**config.mk**
```make
export PLATFORM = sky130hd
export DESIGN_NAME = fault_recovery_ctrl
export DESIGN_NICKNAME = d
export VERILOG_FILES = /design/src/rtl/fault_recovery_ctrl.sv
export SDC_FILE = /design/constraint.sdc
export NUM_CORES = 1
export LEC_CHECK = 0
export CORE_MARGIN = 2
export CORE_UTILIZATION = 58
export CTS_BUF_LIST = sky130_fd_sc_hd__clkbuf_2
export CTS_CLUSTER_SIZE = 40
export DETAILED_ROUTE_END_ITERATION = 10
export PLACE_DENSITY = 0.95
export RECOVER_POWER = 25
export SLEW_MARGIN = 10
export SYNTH_ARGS = -nofsm -noshare
export SYNTH_HDL_FRONTEND = slang
export SYNTH_SLANG_ARGS = --single-unit
```
**constraint.sdc**
```tcl
create_clock -name clk -period 3.45 [get_ports clk]
set_input_delay 0.69 -clock clk [delete_from_list [all_inputs] [get_ports clk]]
set_output_delay 0.69 -clock clk [all_outputs]
set_load 0.05 [all_outputs]
```
**src/rtl/fault_recovery_ctrl.sv**
```systemverilog
// Per-sensor debounce/recovery sequencer for three fusion sensors; drives enable mask,
// fusion mode and error code. Optional sticky fault log enabled by defining FAULT_LOG_EN.
module fault_recovery_ctrl #(
  parameter int unsigned FAIL_THRESH    = 4,
  parameter int unsigned RECOVER_THRESH = 8,
  parameter int unsigned CNT_W          = 4
) (
  input  logic       clk,
  input  logic       rst_n,
  input  logic       frame_valid,
  input  logic [2:0] chk_err,
  input  logic [2:0] rng_err,
  input  logic [2:0] loss_err,
  input  logic       fault_clr,
  input  logic       log_clr,
  output logic [2:0] sensor_en,
  output logic [1:0] fused_mode,
  output logic [3:0] error_code,
  output logic [8:0] fault_log
);

  localparam int unsigned NUM_SENSORS = 3;

  typedef enum logic [1:0] {
    ST_OK      = 2'd0,
    ST_SUSPECT = 2'd1,
    ST_FAILED  = 2'd2,
    ST_RECOVER = 2'd3
  } state_e;

  state_e           state_q [NUM_SENSORS];
  state_e           state_d [NUM_SENSORS];
  logic [CNT_W-1:0] cnt_q   [NUM_SENSORS];
  logic [CNT_W-1:0] cnt_d   [NUM_SENSORS];
  logic [CNT_W-1:0] cnt_inc [NUM_SENSORS];

  logic [2:0] fault;
  logic [2:0] sensor_en_q, sensor_en_d;
  logic [1:0] fused_mode_q, fused_mode_d;
  logic [3:0] error_code_q, error_code_d;
  logic       chk_seen_d;
  logic [1:0] en_count;

  assign fault = chk_err | rng_err | loss_err;

  // Next-state for all sensor FSMs plus the derived output values.
  always_comb begin
    for (int i = 0; i < NUM_SENSORS; i++) begin
      state_d[i] = state_q[i];
      cnt_d[i]   = cnt_q[i];
      cnt_inc[i] = cnt_q[i] + CNT_W'(1);
      if (fault_clr) begin
        state_d[i] = ST_OK;
        cnt_d[i]   = '0;
      end else if (frame_valid) begin
        unique case (state_q[i])
          ST_OK: begin
            state_d[i] = fault[i] ? ST_SUSPECT : ST_OK;
            cnt_d[i]   = fault[i] ? CNT_W'(1) : '0;
          end
          ST_SUSPECT: begin
            if (!fault[i]) begin
              state_d[i] = ST_OK;
              cnt_d[i]   = '0;
            end else if (cnt_inc[i] == CNT_W'(FAIL_THRESH)) begin
              state_d[i] = ST_FAILED;
              cnt_d[i]   = '0;
            end else begin
              cnt_d[i] = cnt_inc[i];
            end
          end
          ST_FAILED: begin
            state_d[i] = fault[i] ? ST_FAILED : ST_RECOVER;
            cnt_d[i]   = fault[i] ? '0 : CNT_W'(1);
          end
          ST_RECOVER: begin
            if (fault[i]) begin
              state_d[i] = ST_FAILED;
              cnt_d[i]   = '0;
            end else if (cnt_inc[i] == CNT_W'(RECOVER_THRESH)) begin
              state_d[i] = ST_OK;
              cnt_d[i]   = '0;
            end else begin
              cnt_d[i] = cnt_inc[i];
            end
          end
          default: begin
            state_d[i] = ST_FAILED;
            cnt_d[i]   = '0;
          end
        endcase
      end
    end

    for (int i = 0; i < NUM_SENSORS; i++) begin
      sensor_en_d[i] = (state_d[i] == ST_OK) || (state_d[i] == ST_SUSPECT);
    end

    en_count     = 2'(sensor_en_d[0]) + 2'(sensor_en_d[1]) + 2'(sensor_en_d[2]);
    fused_mode_d = 2'd3 - en_count;

    chk_seen_d = error_code_q[0];
    if (fault_clr) begin
      chk_seen_d = 1'b0;
    end else if (frame_valid) begin
      chk_seen_d = |chk_err;
    end

    error_code_d = {fused_mode_d == 2'd3, fused_mode_d != 2'd0, ~&sensor_en_d, chk_seen_d};
  end

  // Sensors start untrusted and must prove a clean run before fusion uses them.
  always_ff @(posedge clk or negedge rst_n) begin
    if (!rst_n) begin
      for (int i = 0; i < NUM_SENSORS; i++) begin
        state_q[i] <= ST_FAILED;
        cnt_q[i]   <= '0;
      end
      sensor_en_q  <= 3'b000;
      fused_mode_q <= 2'd3;
      error_code_q <= 4'b1110;
    end else begin
      for (int i = 0; i < NUM_SENSORS; i++) begin
        state_q[i] <= state_d[i];
        cnt_q[i]   <= cnt_d[i];
      end
      sensor_en_q  <= sensor_en_d;
      fused_mode_q <= fused_mode_d;
      error_code_q <= error_code_d;
    end
  end

  assign sensor_en  = sensor_en_q;
  assign fused_mode = fused_mode_q;
  assign error_code = error_code_q;

`ifdef FAULT_LOG_EN
  logic [8:0] fault_log_q, fault_log_d;
  logic       frame_accept;

  // A frame discarded by fault_clr is not logged either.
  assign frame_accept = frame_valid & ~fault_clr;

  always_comb begin
    fault_log_d = fault_log_q;
    if (frame_accept) begin
      fault_log_d = (log_clr ? 9'd0 : fault_log_q) | {loss_err, rng_err, chk_err};
    end else if (log_clr) begin
      fault_log_d = 9'd0;
    end
  end

  always_ff @(posedge clk or negedge rst_n) begin
    if (!rst_n) begin
      fault_log_q <= 9'd0;
    end else begin
      fault_log_q <= fault_log_d;
    end
  end

  assign fault_log = fault_log_q;
`else
  logic unused_log_clr;
  assign unused_log_clr = log_clr;
  assign fault_log      = 9'd0;
`endif

endmodule

```
==> results by group <==
Outcome
  • Run status: finished with violations
  • Violations in the final reports: design-rule violations

Critical path
  • Category of the worst setup path launch point: input port
  • Slowest cell on the critical path: sky130_fd_sc_hd__clkbuf_1
  • Reg-to-reg critical path startpoint: cnt_q[4]
  • CP max FO: 21
  • Cell-by-cell listing of the critical path: clkdlybuf4s50_1 -> clkbuf_1 -> nand2_1 -> nor4_1 -> a32oi_1 -> fa_1 -> nor2_1
  • Worst setup path category: in -> reg
  • Crit path required time: 3.79 ns
  • Register-to-register setup slack: 0.92 ns
  • Reg2Reg Capture Point: error_code[3]
  • Worst reg2reg path depth: 6
  • Kind of capture point of the worst setup path: register
  • Highest cell delay on the worst timing path: 0.66 ns
  • Data arrival time at the worst-slack endpoint: 3.17 ns

Detailed routing
  • Initial DRT Pass Iterations: 7
  • Detailed-route via count: 1,492
  • Antenna-violating nets left: 0
  • Initial DRC count: 60
  • Via density per instance: 6.40
  • Total Routed Length: 3840 um
  • # DRC: 2
  • Wirelength per Cell: 16.5 um

Finish
  • Ant diodes: 0
  • Utilization after layout: 0.704
  • Register Area: 686 sq um
  • Count of filler cells inserted in the layout: 189
  • Most frequent cells in the layout: 20 x sky130_fd_sc_hd__clkdlybuf4s50_1, 19 x sky130_fd_sc_hd__dfrtp_1, 13 x sky130_fd_sc_hd__nand2_1
  • Most common cell after layout, fill and taps aside: sky130_fd_sc_hd__clkdlybuf4s50_1
  • Final instance area: 1970 sq um
  • Multi-input gate area: 952 sq um
  • Ratio of cells with drive above 1 in the final layout: 0.119
  • Synthesis-to-finish area growth: 12.7%
  • Layout net count: 224

Clock network
  • TritonCTS clock tree: done
  • Clock transition at the registers of the reported paths: 0.25 ns
  • H-Tree Depth: 1
  • Clock sinks: 27
  • CTS Buf Count: 3
  • CTS resizes: 0
  • Number of setup buffers added after CTS: 0
  • Hold-fix buffer count after cts: 0
  • Latest clock arrival within the worst-skew pair: 0.38 ns
  • Number of buffers between clock root and the deepest sink: 2
  • Clk root buf: sky130_fd_sc_hd__clkbuf_2

Timing
  • Setup repair after global routing missed its margin: false
  • Crit path time final: 2.84 ns
  • Tightest hold margin: 0.608 ns
  • Post-route clock period utilization: 0.822
  • Number of hold-slack violations in the final timing report: 0
  • Setup TNS Final: 0 ns
  • Worst slew margin relative to its limit: 0.306
  • Final setup skew: 0.00300 ns
  • Least-Margin Pin Slew: 1.04 ns
  • Final number of setup-violating endpoints: 0
  • Final-report max-slew violation count: 0
  • Upper clock frequency limit: 353 MHz

Global routing
  • Antenna violations before repair: 0
  • Global routing met2 resource utilization: 0.427
  • Met3 track demand over resource in global routing: 0.0286
  • Most used routing layer: met2
  • Largest net degree at the start of global routing: 24
  • Met1 track utilization from global routing: 0.318
  • Global-route wire length before repair: 6500 um
  • Gr ovfl total: 0
  • Via count of the first global-routing pass: 1,425
  • Total global-route track usage: 0.240

Place
  • Port-buffer cells: 21
  • Area after detailed placement: 1960 sq um
  • Half-perimeter wire length after placement: 2870 um
  • Final weighted congestion of routability-driven global placement: 0.886

Logic synthesis
  • Register bit total from synthesis: 27
  • Post-synth cell types: 60
  • Number of synthesized flops with an enable pin: 0
  • Cell count after synthesis: 180
  • Average footprint of a synthesized cell: 9.73 sq um
  • Sequential cell area fraction in the yosys report: 0.391
  • Synth Flop Type: sky130_fd_sc_hd__dfrtp_1
  • Asr flop ratio synth: 1.00
  • Count of warnings emitted by yosys: 0
  • Synthesized area: 1750 sq um

Floorplanning
  • Effective utilization at floorplan: 0.624
  • Num ports: 32
  • Die boundary width: 59.0 um
  • Floorplan core area: 2810 sq um
  • Overall die area: 3480 sq um
  • Total number of placement rows: 19
  • Die span in y: 59.0 um

Run
  • Max-cap violations: 0

Hold path
  • Terminating pin of the worst hold path: error_code[0]
  • Start point of the worst min-delay path: error_code[0]
  • Worst min path class: reg -> reg
  • Hold path depth: 2

Power
  • Pwr Density: 280 nW/um^2
  • Pwr Total: 554 uW
  • Static Leakage: 0.869 nW
  • Worst supply voltage drop on vdd: 316 uV
==> where the power goes <==
part	switching, mW	total, mW	internal, mW
Combinational	0.0594	0.0893	0.0299
Clock	0.0979	0.128	0.0305
Sequential	0.0114	0.336	0.325
Total	0.169	0.554	0.385
==> worst max path at each step <==
stage          depth (start not counted)   startpoint            end
2_1_floorplan                          5   rng_err[1]  error_code[3]
3_3_place_gp                           6   chk_err[1]  error_code[3]
3_5_place_dp                           6   chk_err[1]  error_code[3]
4_1_cts                                6   chk_err[1]  error_code[3]
5_1_grt                                7  frame_valid  error_code[3]
6_report                               7  frame_valid  error_code[3]
==> critical path, delay by kind of cell <==
family	cells	cell delay (ns)
compound gates	1	0.18
fa+ha+maj	1	0.57
simple gates	3	0.60
buf+inv	2	1.14
==> cell usage after synthesis (4+ instances only) <==
cell type,instances,share of area
sky130_fd_sc_hd__nand2b_1,6,0.021
sky130_fd_sc_hd__dfstp_2,8,0.12
sky130_fd_sc_hd__nor2_1,10,0.021
sky130_fd_sc_hd__nand3b_1,4,0.017
sky130_fd_sc_hd__buf_4,10,0.043
sky130_fd_sc_hd__dfrtp_1,19,0.27
sky130_fd_sc_hd__nand3_1,9,0.026
sky130_fd_sc_hd__nand2_1,13,0.028
sky130_fd_sc_hd__inv_1,11,0.024
sky130_fd_sc_hd__ha_1,6,0.043
sky130_fd_sc_hd__a21oi_1,8,0.023
sky130_fd_sc_hd__nor4bb_1,4,0.023
sky130_fd_sc_hd__nor3_1,6,0.017
sky130_fd_sc_hd__a32o_1,4,0.023
==> cell families (layout without fill, tap and decap cells) <==
group	count (synthesis)	after routing	synth area share
XOR/XNOR	5	5	0.0250
AO/OA/AOI/OAI	44	44	0.204
AND/OR/NAND/NOR	69	69	0.235
multiplexers	1	1	0.00571
buffers and inverters	26	40	0.0821
other	1	9	0.00214
adder cells (fa/ha/maj)	7	7	0.0543
flip-flops	27	27	0.391
==> metrics by stage <==
step	cells	worst slack, ns
after global routing	233	0.414
after CTS	233	0.934
after global placement	229	0.647
after detailed placement	229	0.526
final	233	0.614
after floorplan	188	1.25
==> metal layers <==
metal | wire length [um] | vias up
li1 | - | 693
met1 | 1580 | 715
met2 | 1990 | 77
met3 | 221 | 7
met4 | 47 | 0
met5 | 0 | -
==> flip-flops by register name, indices dropped and copies added, names as in the netlist <==
register and flops:
cnt_q 12, sensor_en 3, state_q 6, error_code 4
fused_mode 2
==> area by class of cell <==
| class | instances | area share |
|---|---|---|
| Multi-Input combinational cell | 135 | 0.482 |
| Sequential cell | 27 | 0.347 |
| Timing Repair Buffer | 25 | 0.120 |
| Inverter | 11 | 0.0209 |
| Tap cell | 31 | 0.0196 |
| Clock buffer | 4 | 0.0101 |
No activity file was read; power rests on OpenSTA's default activity.
